## config.mk

```make
export PLATFORM = sky130hd
export DESIGN_NAME = spike_synapse_flat
export DESIGN_NICKNAME = d
export VERILOG_FILES = /design/src/rtl/snn_pkg.sv /design/src/rtl/spike_synapse_if.sv /design/src/rtl/syn_leak_sat.sv /design/src/rtl/spike_synapse.sv /design/src/flat_wrapper.sv
export SDC_FILE = /design/constraint.sdc
export NUM_CORES = 1
export LEC_CHECK = 0
export BUFFER_PORTS_ARGS = -buffer_cell sky130_fd_sc_hd__buf_2
export CAP_MARGIN = 0
export CORE_AREA = 3 3 96 98
export CTS_CLUSTER_SIZE = 10
export DETAILED_ROUTE_END_ITERATION = 7
export DIE_AREA = 0 0 99 101
export MAX_ROUTING_LAYER = met4
export RECOVER_POWER = 50
export SYNTH_ARGS = -nofsm -noshare
export SYNTH_HDL_FRONTEND = slang
export SYNTH_SLANG_ARGS = --single-unit
```

## constraint.sdc

```tcl
create_clock -name clk -period 5.3 [get_ports clk]
set_input_delay 0.53 -clock clk [delete_from_list [all_inputs] [get_ports clk]]
set_output_delay 0.53 -clock clk [all_outputs]
set_load 0.005 [all_outputs]
```

## src/rtl/snn_pkg.sv

```systemverilog
// Shared spiking-network types, constants and the saturating-add helper.
// Used by spike_synapse and by the downstream lif neuron.
package snn_pkg;

  typedef enum logic {LOAD, RUN} syn_state_t;

  localparam int CUR_W   = 8;
  localparam int CUR_MAX = (1 << CUR_W) - 1;
  localparam int ACC_W   = 16;

  typedef logic [CUR_W-1:0]        cur_t;
  typedef logic signed [ACC_W-1:0] acc_t;

  // a + b clamped to [0, CUR_MAX]
  function automatic cur_t sat_add(
    input cur_t a,
    input acc_t b
  );
    acc_t s;
    s = acc_t'(a) + b;
    if (s < 0)
      return '0;
    if (s > acc_t'(CUR_MAX))
      return cur_t'(CUR_MAX);
    return s[CUR_W-1:0];
  endfunction

endpackage

```

## src/rtl/spike_synapse_if.sv

```systemverilog
// Weight-load byte stream: valid/ready plus restart and done strobes.
// Master drives start/valid/data; the synapse is the slave.
interface spike_synapse_if #(
  parameter int W_WIDTH = 8
);
  logic               start;
  logic               valid;
  logic [W_WIDTH-1:0] data;
  logic               ready;
  logic               done;

  modport master (
    output start, valid, data,
    input  ready, done
  );

  modport slave (
    input  start, valid, data,
    output ready, done
  );
endinterface

```

## src/rtl/syn_leak_sat.sv

```systemverilog
// Leak, add and clamp datapath: (current, sum) -> next current.
// SPIKE_SYNAPSE_SIGNED_W_EN makes sum two's complement.
module syn_leak_sat
  import snn_pkg::*;
#(
  parameter int SUM_W       = 11,
  parameter int DECAY_SHIFT = 1
) (
  input  cur_t cur,
`ifdef SPIKE_SYNAPSE_SIGNED_W_EN
  input  logic signed [SUM_W-1:0] sum,
`else
  input  logic [SUM_W-1:0] sum,
`endif
  output cur_t nxt
);

  cur_t dec;

  always_comb begin
    dec = cur >> DECAY_SHIFT;
    // small currents still leak so they always reach zero
    if (cur != '0 && dec == '0)
      dec = cur_t'(1);
    nxt = sat_add(cur - dec, acc_t'(sum));
  end

endmodule

```

## src/rtl/spike_synapse.sv

```systemverilog
// Weighted, leaky, saturating synaptic current feeding a lif neuron.
// SPIKE_SYNAPSE_SIGNED_W_EN: signed (inhibitory) weights, clamp at 0.
module spike_synapse
  import snn_pkg::*;
#(
  parameter int N_IN        = 4,
  parameter int W_WIDTH     = 8,
  parameter int CUR_WIDTH   = CUR_W,
  parameter int DECAY_SHIFT = 1
) (
  input  logic                 clk,
  input  logic                 rst_n,
  input  logic                 ena,
  input  logic [N_IN-1:0]      spike_in,
  spike_synapse_if.slave       wload,
  output logic [CUR_WIDTH-1:0] current,
  output logic                 busy
);

  localparam int IDX_W = (N_IN > 1) ? $clog2(N_IN) : 1;
  localparam int SUM_W = W_WIDTH + $clog2(N_IN) + 1;

  typedef logic [IDX_W-1:0] idx_t;
  localparam idx_t LAST = idx_t'(N_IN - 1);

`ifdef SPIKE_SYNAPSE_SIGNED_W_EN
  typedef logic signed [SUM_W-1:0] sum_t;
  function automatic sum_t ext(input logic [W_WIDTH-1:0] w);
    return sum_t'($signed(w));
  endfunction
`else
  typedef logic [SUM_W-1:0] sum_t;
  function automatic sum_t ext(input logic [W_WIDTH-1:0] w);
    return sum_t'(w);
  endfunction
`endif

  syn_state_t         state_q, state_d;
  idx_t               idx_q, idx_d;
  logic [W_WIDTH-1:0] w_q [N_IN];
  logic [W_WIDTH-1:0] w_d [N_IN];
  cur_t               cur_q, cur_d, cur_nxt;
  logic               done_q, done_d;
  logic               start, accept;
  sum_t               sum;

  assign wload.ready = ena && (state_q == LOAD);
  assign wload.done  = ena && done_q;
  assign busy        = (state_q == LOAD);
  assign current     = cur_q;

  always_comb begin
    sum = '0;
    if (state_q == RUN)
      for (int i = 0; i < N_IN; i++)
        if (spike_in[i])
          sum = sum + ext(w_q[i]);
  end

  syn_leak_sat #(
    .SUM_W       (SUM_W),
    .DECAY_SHIFT (DECAY_SHIFT)
  ) u_leak_sat (
    .cur (cur_q),
    .sum (sum),
    .nxt (cur_nxt)
  );

  always_comb begin
    state_d = state_q;
    idx_d   = idx_q;
    w_d     = w_q;
    cur_d   = cur_q;
    done_d  = done_q;
    start   = ena && wload.start;
    // a restart drops any byte offered in the same cycle
    accept  = wload.valid && wload.ready && !start;
    if (ena) begin
      cur_d  = cur_nxt;
      done_d = 1'b0;
      unique case (1'b1)
        start: begin
          state_d = LOAD;
          idx_d   = '0;
        end
        accept: begin
          w_d[idx_q] = wload.data;
          if (idx_q == LAST) begin
            state_d = RUN;
            idx_d   = '0;
            done_d  = 1'b1;
          end else begin
            idx_d = idx_q + 1'b1;
          end
        end
        default: ;
      endcase
    end
  end

  always_ff @(posedge clk or negedge rst_n) begin
    if (!rst_n) begin
      state_q <= LOAD;
      idx_q   <= '0;
      cur_q   <= '0;
      done_q  <= 1'b0;
      for (int i = 0; i < N_IN; i++)
        w_q[i] <= '0;
    end else begin
      state_q <= state_d;
      idx_q   <= idx_d;
      cur_q   <= cur_d;
      done_q  <= done_d;
      w_q     <= w_d;
    end
  end

endmodule

```

## src/flat_wrapper.sv

```systemverilog
// flat-port wrapper written by rule: the top's interface ports become plain ports
module spike_synapse_flat import snn_pkg::*;
#(
  parameter int N_IN        = 4,
  parameter int W_WIDTH     = 8,
  parameter int CUR_WIDTH   = CUR_W,
  parameter int DECAY_SHIFT = 1
)
  (clk, rst_n, ena, spike_in, current, busy, wload_start, wload_valid, wload_data, wload_ready, wload_done);
  spike_synapse_if #(.W_WIDTH(W_WIDTH)) wload_i ();
  input  logic clk;
  input  logic rst_n;
  input  logic ena;
  input  logic [N_IN-1:0] spike_in;
  output logic [CUR_WIDTH-1:0] current;
  output logic busy;
  input wire logic [$bits(wload_i.start)-1:0] wload_start;
  input wire logic [$bits(wload_i.valid)-1:0] wload_valid;
  input wire logic [$bits(wload_i.data)-1:0] wload_data;
  output wire logic [$bits(wload_i.ready)-1:0] wload_ready;
  output wire logic [$bits(wload_i.done)-1:0] wload_done;
  assign wload_i.start = wload_start;
  assign wload_i.valid = wload_valid;
  assign wload_i.data = wload_data;
  assign wload_ready = wload_i.ready;
  assign wload_done = wload_i.done;
  spike_synapse #(.N_IN(N_IN), .W_WIDTH(W_WIDTH), .CUR_WIDTH(CUR_WIDTH), .DECAY_SHIFT(DECAY_SHIFT)) u_core (.clk(clk), .rst_n(rst_n), .ena(ena), .spike_in(spike_in), .wload(wload_i), .current(current), .busy(busy));
endmodule
```

## Yosys cells after proc, flatten, opt, wreduce, memory -nomap -nowiden

Cells that the tools add are included.

| cells by class | value |
|---|---|
| $lt $le $gt $ge | 4 |
| bitwise gates (word level) | 2 |
| equal/unequal tests | 2 |
| reductions and logical operators | 14 |
| muxes and demuxes | 25 |
| add/sub/neg operators | 6 |

Operators with widths:

| kind | number |
|---|---|
| $mux 11 | 7 |
| $mux 8 | 6 |
| $add 11x8->11 | 3 |
| $bwmux 32 | 1 |
| $demux 8 s2 | 1 |
| $add 8x11->12 | 1 |
| $gt 12x8->1 const B | 1 |
| $lt 12x1->1 const B | 1 |
| $logic_not 8->1 | 1 |
| $reduce_bool 8->1 | 1 |
| $sub 8x8->8 | 1 |
| $logic_and 1x1->1 | 7 |
| $mux 7 | 1 |
| $mux 1 | 6 |
| $pmux 2 s2 | 1 |
| $reduce_and 2->1 | 2 |
| $ge 3x3->1 const B | 1 |
| $lt 3x1->1 const B | 1 |
| $not 2->3 | 1 |
| $reduce_and 3->1 | 1 |
| $add 2x1->2 const B | 1 |
| $eq 2x2->1 const B | 1 |
| $mux 2 | 1 |
| $ne 2x2->1 const B | 1 |
| 4 further kinds | 4 |

| word-level totals | value |
|---|---|
| flip-flop bits (word level) | 44 |

## Logic depth before layout (Yosys ltp)

Gate-level depths: netlist of run 1.

| logic depth | value |
|---|---|
| depth after elaboration | 17 |
| gate-level depth with buffers | 28 |

## Hierarchy

Synthesis of run 1 repeated with hierarchy kept, for this count alone.

| second synthesis, totals | value |
|---|---|
| cell total of the unflattened synthesis | 429 |
| area, all modules | 4,061.4 µm² |

By module, submodules not included:

| module | cells each | seq. area each (µm²) | area each (µm²) | instances |
|---|---|---|---|---|
| spike_synapse | 318 | 1,101.1 | 3,208.1 | 1 |
| syn_leak_sat | 111 | 0.0 | 853.3 | 1 |

## Worst setup path before layout of run 1

OpenSTA, ideal clock, no wires.

| timing | value |
|---|---|
| path type | in2reg |
| start point | in spike_in[0] |
| end point | reg u_core.cur_q[4], in the netlist u_core.current[4] |
| arrival time | 5.186 ns |
| path slack | -0.030 ns |
| cell stages on the path | 26 |
| data required time | 5.157 ns |
| path through | nand2_1 -> inv_1 -> ha_1 -> a21o_1 -> maj3_1 -> a21o_1 -> a21oi_1 -> xnor2_1 -> mux2i_1 -> inv_1 -> ha_1 -> nor2b_1 -> a41oi_1 -> nor2b_1 -> xnor2_1 -> mux2_2 -> ha_1 -> o221ai_1 -> a21o_1 -> o211a_1 -> ha_1 -> o21ai_0 -> a21oi_1 -> nand4_1 -> mux2i_4 -> a41oi_1 |

| on the way | value |
|---|---|
| longest elaborated chain between the ends | 17 |
| elaborated cells between the ends (all ways) | 20 |
| classes of those cells | add/sub: 4; order compare: 2; mux: 14 |

RTL lines:

| what | line | source |
|---|---|---|
| start, declared | flat_wrapper.sv:14 | `input logic [N_IN-1:0] spike_in;` |
| $mux 8 * | spike_synapse.sv:56 | `if (spike_in[i])` |
| $mux 11 * | spike_synapse.sv:54 | `if (state_q == RUN)` |
| $add 11x8->11 | spike_synapse.sv:57 | `sum = sum + ext(w_q[i]);` |
| $mux 11 * | spike_synapse.sv:56 |  |
| $mux 11 * | spike_synapse.sv:54 |  |
| $add 11x8->11 | spike_synapse.sv:57 |  |
| $mux 11 * | spike_synapse.sv:56 |  |
| $mux 11 * | spike_synapse.sv:54 |  |
| $add 11x8->11 | spike_synapse.sv:57 |  |
| $mux 11 * | spike_synapse.sv:56 |  |
| $mux 11 * | spike_synapse.sv:54 |  |
| $add 8x11->12 * | snn_pkg.sv:20 | `s = acc_t'(a) + b;` |
| $gt 12x8->1 | snn_pkg.sv:23 | `if (s > acc_t'(CUR_MAX))` |
| $mux 1 (2 in series) | snn_pkg.sv:23 |  |
| $mux 8 | snn_pkg.sv:25 | `return s[CUR_W-1:0];` |
| $mux 8 * | snn_pkg.sv:23 |  |
| end signal, assigned | spike_synapse.sv:112 | `cur_q <= cur_d;` |
| end, declared | spike_synapse.sv:42 | `cur_t cur_q, cur_d, cur_nxt;` |

Every way passes the cells marked *; elsewhere a longest branch is shown, timed or not. The select of a mux whose other input is x is not followed.
A chain may end at the register's enable or synchronous reset.

## Final worst setup path of run 1

| timing | value |
|---|---|
| start point | reg u_core.w_q[25] (netlist bit) |
| end point | reg u_core.cur_q[6], in the netlist u_core.current[6] |

| on the way | value |
|---|---|
| longest elaborated chain between the ends | 17 |
| elaborated cells between the ends (all ways) | 20 |
| classes of those cells | add/sub: 4; order compare: 2; mux: 14 |

RTL lines:

| what | line | source |
|---|---|---|
| start, declared | spike_synapse.sv:40 | `logic [W_WIDTH-1:0] w_q [N_IN];` |
| start signal, assigned | spike_synapse.sv:114 | `w_q <= w_d;` |
| $mux 8 * | spike_synapse.sv:56 |  |
| $mux 11 * | spike_synapse.sv:54 |  |
| $add 11x8->11 | spike_synapse.sv:57 |  |
| $mux 11 * | spike_synapse.sv:56 |  |
| $mux 11 * | spike_synapse.sv:54 |  |
| $add 11x8->11 | spike_synapse.sv:57 |  |
| $mux 11 * | spike_synapse.sv:56 |  |
| $mux 11 * | spike_synapse.sv:54 |  |
| $add 11x8->11 | spike_synapse.sv:57 |  |
| $mux 11 * | spike_synapse.sv:56 |  |
| $mux 11 * | spike_synapse.sv:54 |  |
| $add 8x11->12 * | snn_pkg.sv:20 |  |
| $gt 12x8->1 | snn_pkg.sv:23 |  |
| $mux 1 (2 in series) | snn_pkg.sv:23 |  |
| $mux 8 | snn_pkg.sv:25 |  |
| $mux 8 * | snn_pkg.sv:23 |  |

Marks and branches as above.

==> run metrics, run 1 <==
status=finished, violations left; violated checks=max-capacitance violations, max-slew violations, negative setup slack; Slew headroom=-66.31%; crit end category=flip-flop; RePlAce Congestion=0.7956; final net count=550; fin cells=591; Power per Cell Area=~520 nW/µm²; first-pass GRT wire length=14,860 µm; slowest CP cell=dfrtp_1; number of global-route vias before repair=3,251; Post-synth EDFFs=0; hold path depth=2; Via density=roughly 5.4; WL/cell=15.24 µm; Top Layer Used=met4; Placement Cell Area=4429 µm²; initial antenna violation count=0; CP peak stage delay=0.41 ns; reg2reg start=u_core.w_q[25]; Hold Vio Cnt, Final=0; syn avg cell area=about 9.6 µm²; Async SR Flop Fraction=100.0%; H-Tree Depth=2; Final min period=5.317 ns; DR WL met2=between 4000 and 5000 µm; Main synth FF type=dfrtp_1; Setup-failing EPs final=4; DR pass1 iterations=4; P&R area growth vs syn=24.88%; Placed Cells=approximately 580; Tcrit/Tclk final=100.3%; setup ws final=-0.01693 ns; min-delay worst type=in -> reg; WP data required=5.47 ns; Die H=101 µm; WHS Endpoint=u_core.w_q[16]; initial core utilization=45.00%; largest net degree at the start of global routing=45; Ys Warns=0; layout cell share with drive strength beyond 1=29.19%; met3 wire length=between 200 and 250 µm; ANT nets after route=0; setup repair after global routing missed its margin=true; Max FO, Critical Path=8; die area=roughly 10000 µm²; Die W=99 µm; 1st-iter DRT viols=79; Synthesized Nets=469; met1 wire length=between 4000 and 5000 µm; area share of the largest cell type after synthesis=28.62%; Rows=34; # port buffers=27; Worst EP arrival=about 5.5 ns; top cells by area, synth=dfrtp_1 29%, ha_1 15%, mux2_1 9.7%, xnor2_1 4.6%, nor2_1 3.8%; VDD IR max=roughly 350 µV; hold path startpoint=wload_data[0]; max-slew violation count=45; Netlist Area Pre-Place=3847 µm²; Final Cell Area=4805 µm²; worst slew pin tran=2.495 ns; DRC=0; # diodes=0; worst skew pair latency=0.30 ns; Worst Skew=0.01107 ns; LEAKAGE=2.342 nW; critical path type=reg -> reg; Seq/Total Area, Yosys=28.62%; HPWL Detailed=6874 µm; setup tns final=-0.04445 ns; reg2reg setup slack=-0.02 ns; buffer depth of the longest clock path=2; Seq cells post-synth=44; TritonCTS clock tree=yes; Core Area=8551 µm²; most frequent CP cell=ha_1; CTS buffer count=5; crit-path leading delay family=adder cells; CTS root buffer=clkbuf_8; Overall Global Routing Usage=between 10% and 20%; Mapped Cells=between 400 and 500; Cell variety after synth=62; FF-to-FF path depth=25; clock sinks=44; drt total wl=9009 µm; DP Worst Slack=-0.3861 ns; Fmax achieved=around 190 MHz; area leader, netlist=dfrtp_1; total number of vias=3,171; gr ovfl total=0; reg2reg end=u_core.current[6]; CP startpoint kind=flip-flop; WP buf/inv=3; number of top-level pins=28; CTS clk-pin slew, worst paths=0.09 ns; Max Cap Viol=1
==> worst max-delay path by stage <==
stage | startpoint | to | slack, ns | depth (start not counted)
2_1_floorplan | spike_in[0] | u_core.current[4] | 0.005 | 26
3_3_place_gp | spike_in[0] | u_core.current[0] | -0.28 | 27
3_5_place_dp | spike_in[0] | u_core.current[0] | -0.39 | 27
4_1_cts | u_core.w_q[24] | u_core.current[0] | 0.0005 | 26
5_1_grt | u_core.w_q[25] | u_core.current[6] | -0.25 | 25
6_report | u_core.w_q[25] | u_core.current[6] | -0.02 | 25
==> state kept, by name, indices dropped and copies added, names as in the netlist <==
register and count:
u_core.idx_q 2, u_core.w_q 32, u_core.current 8, u_core.done_q 1, u_core.state_q 1
==> area by class of cell <==
class                           instances  area, µm²
Sequential cell                        44       1101
Timing Repair Buffer                   80      543.0
Fill cell                             779       3746
Multi-Input combinational cell        323       2828
Clock inverter                          2      10.01
Inverter                               28      105.1
Tap cell                              108      135.1
Clock buffer                            6      82.58
==> power by group <==
group / internal, W / leakage, nW / switching (W) / total, W
registers: 0.000433 / 0.555 / 0.0000915 / 0.000525
logic: 0.000924 / 1.74 / 0.000840 / 0.00176
clock network: 0.000104 / 0.0510 / 0.000125 / 0.000230
total: 0.00146 / 2.34 / 0.00106 / 0.00252
==> cells by family after synthesis <==
logic type,Yosys count,share of synthesized area (%)
AND/OR/NAND/NOR,103,13.01
AO/OA/AOI/OAI,98,17.72
flip-flops,44,28.62
multiplexers,42,12.49
buffers and inverters,34,3.610
XOR/XNOR,28,6.732
adder cells (fa/ha/maj),52,17.82
==> per-stage QoR <==
stage	total power (W)	hold slack (ns)	utilization (%)
3_5_place_dp	0.002091	0.4775	51.80
4_1_cts	0.002396	0.4443	53.92
6_report	0.002519	0.4877	56.19
3_3_place_gp	0.002043	0.4675	51.80
5_1_grt	0.002744	0.4950	56.19
2_1_floorplan	0.001606	0.2344	-
==> synthesized netlist by cell type, types with 3 or more instances <==
cell	number
a21oi_1	22
o21a_1	4
mux2i_1	3
nor2_1	39
and2_1	8
nor2b_1	10
a21o_1	10
nand2_1	21
mux2_1	33
clkbuf_1	3
a32oi_1	5
a211oi_1	6
mux2_2	5
a311o_1	3
fa_1	5
ha_1	46
nand2b_1	3
dfrtp_1	44
o21ai_1	12
nand4_1	3
inv_1	24
xnor2_1	20
nor3_1	9
xor2_1	7
a41oi_1	3
o21ai_0	11
==> routing by layer <==
| layer | vias to the layer above | track usage (%) |
|---|---|---|
| li1 | 1594 | - |
| met1 | 1506 | 22.77 |
| met2 | 52 | 33.32 |
| met3 | 19 | 2.353 |
| met4 | 0 | 5.882 |
| met5 | - | - |
==> timing repair <==
action                                  CTS  global route
resized for setup                        11            27
hold buffers                              0             0
endpoints found under the setup margin    8             8
setup buffers                             2             6
pin swaps                                 7            23
==> placed cells by master, fill, tap and decap left out, types with 4 or more instances in the layout <==
cell type,count
buf_4,52
dfrtp_1,44
ha_1,38
nor2_1,37
mux2_1,33
buf_2,25
inv_1,24
nand2_1,20
a21oi_1,19
xnor2_1,18
o21ai_0,10
a21o_1,10
nor3_1,9
o21ai_1,9
nor2b_1,8
and2_1,7
xor2_1,7
ha_4,7
clkbuf_8,6
a21oi_2,5
o21ai_2,5
o21a_1,4
a41oi_2,4
a211oi_1,4
a32oi_1,4
(Power assumes the default switching activity.)
==> run 2: changes to the inputs <==
--- a/config.mk
+++ b/config.mk
@@ -7,12 +7,14 @@
 export LEC_CHECK = 0
 export BUFFER_PORTS_ARGS = -buffer_cell sky130_fd_sc_hd__buf_2
 export CAP_MARGIN = 0
-export CORE_AREA = 3 3 96 98
+export CORE_AREA = 3 3 98 100
 export CTS_CLUSTER_SIZE = 10
 export DETAILED_ROUTE_END_ITERATION = 7
-export DIE_AREA = 0 0 99 101
+export DIE_AREA = 0 0 101 103
 export MAX_ROUTING_LAYER = met4
+export PLACE_DENSITY = 0.65
 export RECOVER_POWER = 50
 export SYNTH_ARGS = -nofsm -noshare
 export SYNTH_HDL_FRONTEND = slang
+export SYNTH_HIERARCHICAL = 1
 export SYNTH_SLANG_ARGS = --single-unit
==> run metrics, run 2 <==
Post-synth EDFFs=0 (unchanged); Slew headroom=-66.88% (was -66.31%); Netlist Area Pre-Place=4061 µm² (was 3847 µm²); top cells by area, synth=dfrtp_1 27%, ha_1 14%, mux2_2 9.7%, nand2_1 3.3%, xnor2_1 2.8% (was dfrtp_1 29%, ha_1 15%, mux2_1 9.7%, xnor2_1 4.6%, nor2_1 3.8%); Worst EP arrival=5.68 ns (was 5.49 ns); P&R area growth vs syn=31.27% (was 24.88%); violated checks=max-capacitance violations, max-slew violations, negative setup slack (unchanged); ANT nets after route=0 (unchanged); setup tns final=-0.8512 ns (was -0.04445 ns); TritonCTS clock tree=yes (unchanged); DR pass1 iterations=4 (unchanged); critical path type=reg -> reg (unchanged); Final min period=5.485 ns (was 5.317 ns); setup repair after global routing missed its margin=true (unchanged); RePlAce Congestion=0.8910 (was 0.7956); HPWL Detailed=7863 µm (was 6874 µm); Mapped Cells=429 (was 401); area share of the largest cell type after synthesis=27.11% (was 28.62%); Overall Global Routing Usage=20.81% (was 18.99%); Cell variety after synth=66 (was 62); Async SR Flop Fraction=100.0% (unchanged); Hold Vio Cnt, Final=0 (unchanged); most used standard cell by instance count after synthesis=ha_1 (unchanged); drt total wl=10,400 µm (was 9009 µm); gr ovfl total=0 (unchanged); DRC=0 (unchanged); min-delay worst type=in -> reg (unchanged); Core Area=8763 µm² (was 8551 µm²); worst skew pair latency=0.31 ns (was 0.30 ns); Setup-failing EPs final=8 (was 4); # diodes=0 (unchanged); slowest CP cell=dfrtp_1 (unchanged); fin cells=644 (was 591); LEAKAGE=2.565 nW (was 2.342 nW); CTS clk-pin slew, worst paths=0.09 ns (about the same); commonest non-fill, non-tap cell in the layout=buf_4 (unchanged); DP Worst Slack=-0.4482 ns (was -0.3861 ns); layout cell share with drive strength beyond 1=38.99% (was 29.19%); H-Tree Depth=2 (unchanged); WP data required=5.49 ns (was 5.47 ns); initial antenna violation count=0 (unchanged); hold path depth=2 (unchanged); Die H=103 µm (was 101 µm); Fmax achieved=182.3 MHz (was 188.1 MHz); Rows=34 (unchanged); max FFs per register=32 (unchanged); total power=0.003603 W (was 0.002519 W); Main synth FF type=dfrtp_1 (unchanged); Ys Warns=6 (was 0); CP peak stage delay=0.42 ns (was 0.41 ns); VDD IR max=346.5 µV (was 350.9 µV); 1st-iter DRT viols=135 (was 79); Seq/Total Area, Yosys=27.11% (was 28.62%); Seq cells post-synth=44 (unchanged); WL/cell=16.15 µm (was 15.24 µm); crit end category=flip-flop (unchanged); Max FO, Critical Path=5 (was 8); clock sinks=44 (unchanged); most frequent cells in the layout=79 x buf_4, 44 x dfrtp_1, 37 x ha_1, 33 x nand2_1, 33 x mux2_2 (was 52 x buf_4, 44 x dfrtp_1, 38 x ha_1, 37 x nor2_1, 33 x mux2_1); Max Cap Viol=1 (unchanged); synth cell count leaders=45 x ha_1, 44 x dfrtp_1, 36 x nand2_1 (was 46 x ha_1, 44 x dfrtp_1, 39 x nor2_1); FF-to-FF path depth=28 (was 25); syn avg cell area=9.467 µm² (was 9.595 µm²); Synthesized Nets=496 (was 469); status=finished, violations left (unchanged); Power per Cell Area=675.9 nW/µm² (was 524.2 nW/µm²); number of top-level pins=28 (unchanged); setup ws final=-0.1847 ns (was -0.01693 ns); buffer depth of the longest clock path=2 (unchanged); CTS buffer count=5 (unchanged); initial core utilization=46.34% (was 45.00%); first-pass GRT wire length=16,840 µm (was 14,860 µm); Tcrit/Tclk final=103.5% (was 100.3%); Biggest register=u_core/w_q (was u_core.w_q); Placement Cell Area=4901 µm² (was 4429 µm²); Worst Skew=0.01458 ns (was 0.01107 ns); total number of vias=3,635 (was 3,171); CP startpoint kind=flip-flop (unchanged); Placed Cells=619 (was 575); worst slew pin tran=2.503 ns (was 2.495 ns); largest net degree at the start of global routing=45 (unchanged); final net count=602 (was 550); Die W=101 µm (was 99 µm); # port buffers=27 (unchanged); die area=10,400 µm² (was 9999 µm²); Final Cell Area=5331 µm² (was 4805 µm²); max-slew violation count=45 (unchanged); number of global-route vias before repair=3,449 (was 3,251); area leader, netlist=dfrtp_1 (unchanged); Via density=5.644 (was 5.365); CTS root buffer=clkbuf_8 (unchanged)
run 2: cell count changes in the layout (fill, tap and decap cells not counted), moves of 6 or more:
cell and change:
buf_4 +27, nor2_1 -12, mux2_2 +30, nand2_1 +13, mux2_1 -25, o31a_1 +6
xnor2_1 -6
run 2: worst paths after layout:
kind                           startpoint           endpoint  slack (ns)
setup / recovery           u_core/w_q[25]  u_core/current[0]       -0.18
hold / removal                wload_start    u_core/idx_q[1]        0.44
setup reg to reg           u_core/w_q[25]  u_core/current[0]       -0.18
hold reg to reg             u_core/w_q[0]      u_core/w_q[0]        0.52
max in group asynchronous           rst_n  u_core/current[0]        2.89
min in group asynchronous           rst_n     u_core/w_q[23]        0.97
run 2: kinds of logic after synthesis:
kind of cell	synth area share, %
AND/OR/NAND/NOR	14.94
AO/OA/AOI/OAI	19.75
adder cells (fa/ha/maj)	16.57
multiplexers	13.65
flip-flops	27.11
buffers and inverters	3.450
XOR/XNOR	4.529
run 2: where the power goes:
part	total, W	leakage [nW]	switching [W]	internal [W]
Clock	0.000276	0.0548	0.000134	0.000142
Sequential	0.000603	0.550	0.000135	0.000468
Combinational	0.00272	1.96	0.00127	0.00145
run 2: stage by stage:
stage               hold WS [ns]  utilization, %
floorplan                 0.2344               -
global route              0.4617           60.84
CTS                       0.4283           58.79
global placement          0.4853           55.93
finish                    0.4403           60.84
detailed placement        0.4884           55.93
run 2: final cells by class:
type                    count  area (µm²)
multi-input cells         348        3133
clock inverters             3       46.29
clock buffers               5       68.82
well taps                 108       135.1
repair buffers            107       738.2
fillers                   743        3432
flip-flops and latches     44        1101
inverters                  29       108.9
run 2: worst max-delay path, delay by kind of cell, from the launching register on:
family	cells	cell delay (ns)
XOR/XNOR	3	0.46
AO/OA/AOI/OAI	9	1.40
flip-flops	1	0.42
buffers and inverters	4	0.52
adder cells (fa/ha/maj)	5	1.51
multiplexers	1	0.27
AND/OR/NAND/NOR	6	0.79
run 2: routing by layer:
metal  GRT usage [%]  vias up  wire length, µm
met3           2.639        9              314
met1           28.01     1785             5120
met4           4.090        0               87
li1                -     1779                -
met5               -        -                0
met2           33.92       62             4878
run 2: what timing repair did:
item,CTS,global route
resized for setup,13,22
hold buffers,0,0
endpoints found under the setup margin,4,8
buffers inserted,9,8
pin swaps,12,13
==> run 3: changes to the inputs <==
--- a/config.mk
+++ b/config.mk
@@ -5,14 +5,14 @@
 export SDC_FILE = /design/constraint.sdc
 export NUM_CORES = 1
 export LEC_CHECK = 0
-export BUFFER_PORTS_ARGS = -buffer_cell sky130_fd_sc_hd__buf_2
 export CAP_MARGIN = 0
-export CORE_AREA = 3 3 98 100
+export CORE_AREA = 3 3 87 89
 export CTS_CLUSTER_SIZE = 10
 export DETAILED_ROUTE_END_ITERATION = 7
-export DIE_AREA = 0 0 101 103
+export DIE_AREA = 0 0 90 92
+export DONT_BUFFER_PORTS = 1
 export MAX_ROUTING_LAYER = met4
-export PLACE_DENSITY = 0.65
+export PLACE_DENSITY = 0.77
 export RECOVER_POWER = 50
 export SYNTH_ARGS = -nofsm -noshare
 export SYNTH_HDL_FRONTEND = slang
==> run metrics, run 3 (synthesis gave the netlist of run 2 again) <==
status=finished, violations left (unchanged); violated checks=max-capacitance violations, max-slew violations, negative setup slack (unchanged); TritonCTS clock tree=yes (unchanged); first-pass GRT wire length=17,060 µm (was 16,840 µm); crit-path leading delay family=compound AO/OA/AOI/OAI gates (was adder cells); Die H=92 µm (was 103 µm); Via density=6.120 (was 5.644); reg2reg start=u_core/w_q[25] (unchanged); initial antenna violation count=0 (unchanged); die area=8280 µm² (was 10,400 µm²); ANT nets after route=0 (unchanged); Setup-failing EPs final=8 (unchanged); setup repair after global routing missed its margin=true (unchanged); Hold Vio Cnt, Final=0 (unchanged); CP peak stage delay=0.41 ns (was 0.42 ns); initial core utilization=59.45% (was 46.34%); Placed Cells=553 (was 619); Max Cap Viol=1 (unchanged); worst skew pair latency=0.31 ns (about the same); HPWL Detailed=7426 µm (was 7863 µm); Worst Skew=0.01472 ns (was 0.01458 ns); max FFs per register=32 (unchanged); DP Worst Slack=-0.3923 ns (was -0.4482 ns); critical path type=reg -> reg (unchanged); Final min period=5.590 ns (was 5.485 ns); # diodes=0 (unchanged); Biggest register=u_core/w_q (unchanged); Rows=30 (was 34); slowest CP cell=dfrtp_1 (unchanged); DRC=0 (unchanged); number of top-level pins=28 (unchanged); # port buffers=0 (was 27); clock sinks=44 (unchanged); P&R area growth vs syn=23.51% (was 31.27%); worst slew pin tran=2.405 ns (was 2.503 ns); Power per Cell Area=699.0 nW/µm² (was 675.9 nW/µm²); CTS clk-pin slew, worst paths=0.10 ns (was 0.09 ns); Final Cell Area=5016 µm² (was 5331 µm²); hold path depth=1 (was 2); number of global-route vias before repair=3,545 (was 3,449); CTS buffer count=5 (unchanged); commonest non-fill, non-tap cell in the layout=buf_4 (unchanged); 1st-iter DRT viols=206 (was 135); final net count=555 (was 602); largest net degree at the start of global routing=45 (unchanged); most frequent CP cell=ha_4; max-slew violation count=45 (unchanged); LEAKAGE=2.346 nW (was 2.565 nW); Tcrit/Tclk final=105.5% (was 103.5%); hold path startpoint=wload_start (unchanged); DR pass1 iterations=5 (was 4); RePlAce Congestion=0.8964 (was 0.8910); WP data required=5.51 ns (was 5.49 ns); total number of vias=3,580 (was 3,635); setup ws final=-0.2903 ns (was -0.1847 ns); setup tns final=-1.389 ns (was -0.8512 ns); reg2reg end=u_core/current[0] (unchanged); Overall Global Routing Usage=25.83% (was 20.81%); fin cells=585 (was 644); Core Area=6832 µm² (was 8763 µm²); gr ovfl total=0 (unchanged); Worst EP arrival=5.80 ns (was 5.68 ns); most frequent cells in the layout=58 x buf_4, 44 x dfrtp_1, 36 x ha_1, 34 x nand2_1, 32 x mux2_2 (was 79 x buf_4, 44 x dfrtp_1, 37 x ha_1, 33 x nand2_1, 33 x mux2_2); Fmax achieved=178.9 MHz (was 182.3 MHz); WL/cell=17.80 µm (was 16.15 µm); FF-to-FF path depth=28 (unchanged); reg2reg setup slack=-0.29 ns (was -0.18 ns); WP buf/inv=1 (was 4); WHS Endpoint=u_core/idx_q[0] (was u_core/idx_q[1]); drt total wl=10,410 µm (was 10,400 µm); buffer depth of the longest clock path=2 (unchanged); layout cell share with drive strength beyond 1=31.90% (was 38.99%); Max FO, Critical Path=7 (was 5); crit end category=flip-flop (unchanged); CTS root buffer=clkbuf_8 (unchanged); Placement Cell Area=4548 µm² (was 4901 µm²); CP startpoint kind=flip-flop (unchanged); VDD IR max=380.3 µV (was 346.5 µV); Slew headroom=-60.35% (was -66.88%); min-delay worst type=in -> reg (unchanged); Die W=90 µm (was 101 µm); H-Tree Depth=2 (unchanged)
[run 3: worst max-delay path by stage]
stage / start / end / slack, ns / cells past startpoint
2_1_floorplan: spike_in[0] / u_core/current[5] / -0.08 / 28
3_3_place_gp: spike_in[0] / u_core/current[0] / -0.19 / 28
3_5_place_dp: spike_in[0] / u_core/current[0] / -0.39 / 22
4_1_cts: u_core/w_q[25] / u_core/current[0] / -0.10 / 28
5_1_grt: u_core/w_q[25] / u_core/current[5] / -0.52 / 28
6_report: u_core/w_q[25] / u_core/current[0] / -0.29 / 28
[run 3: stage by stage]
| step | total power (W) | hold WS, ns | util [%] |
|---|---|---|---|
| floorplan | 0.002226 | 0.2344 | - |
| global placement | 0.002723 | 0.2354 | 66.58 |
| detailed placement | 0.002817 | 0.2355 | 66.58 |
| CTS | 0.003269 | 0.05384 | 70.99 |
| global route | 0.003797 | 0.2950 | 73.42 |
| finish | 0.003506 | 0.3063 | 73.42 |
[run 3: final cells by class]
cell class,count,area (µm²)
clock inverters,2,38.79
multi-input cells,348,3112
flip-flops and latches,44,1101
clock buffers,6,82.58
well taps,96,120.1
fillers,501,1815
inverters,29,111.4
repair buffers,60,450.4
[run 3: what timing repair did]
item | in CTS | in global routing
endpoints found under the setup margin | 8 | 8
endpoints found under the hold margin | 44 | 0
buffers inserted | 13 | 10
hold buffers | 1 | 0
pin swaps | 11 | 13
resized for setup | 13 | 19
[run 3: report_power, final]
part	internal, W	total, W	switching, W
clock network	0.000154	0.000283	0.000128
logic	0.00136	0.00261	0.00125
registers	0.000468	0.000613	0.000145
[run 3: layer usage]
layer  GRT usage (%)  part of all wire, %
met5               -                    0
met4           4.974                 0.97
met2           42.94                   49
met3           3.692                  4.8
met1           34.04                   45
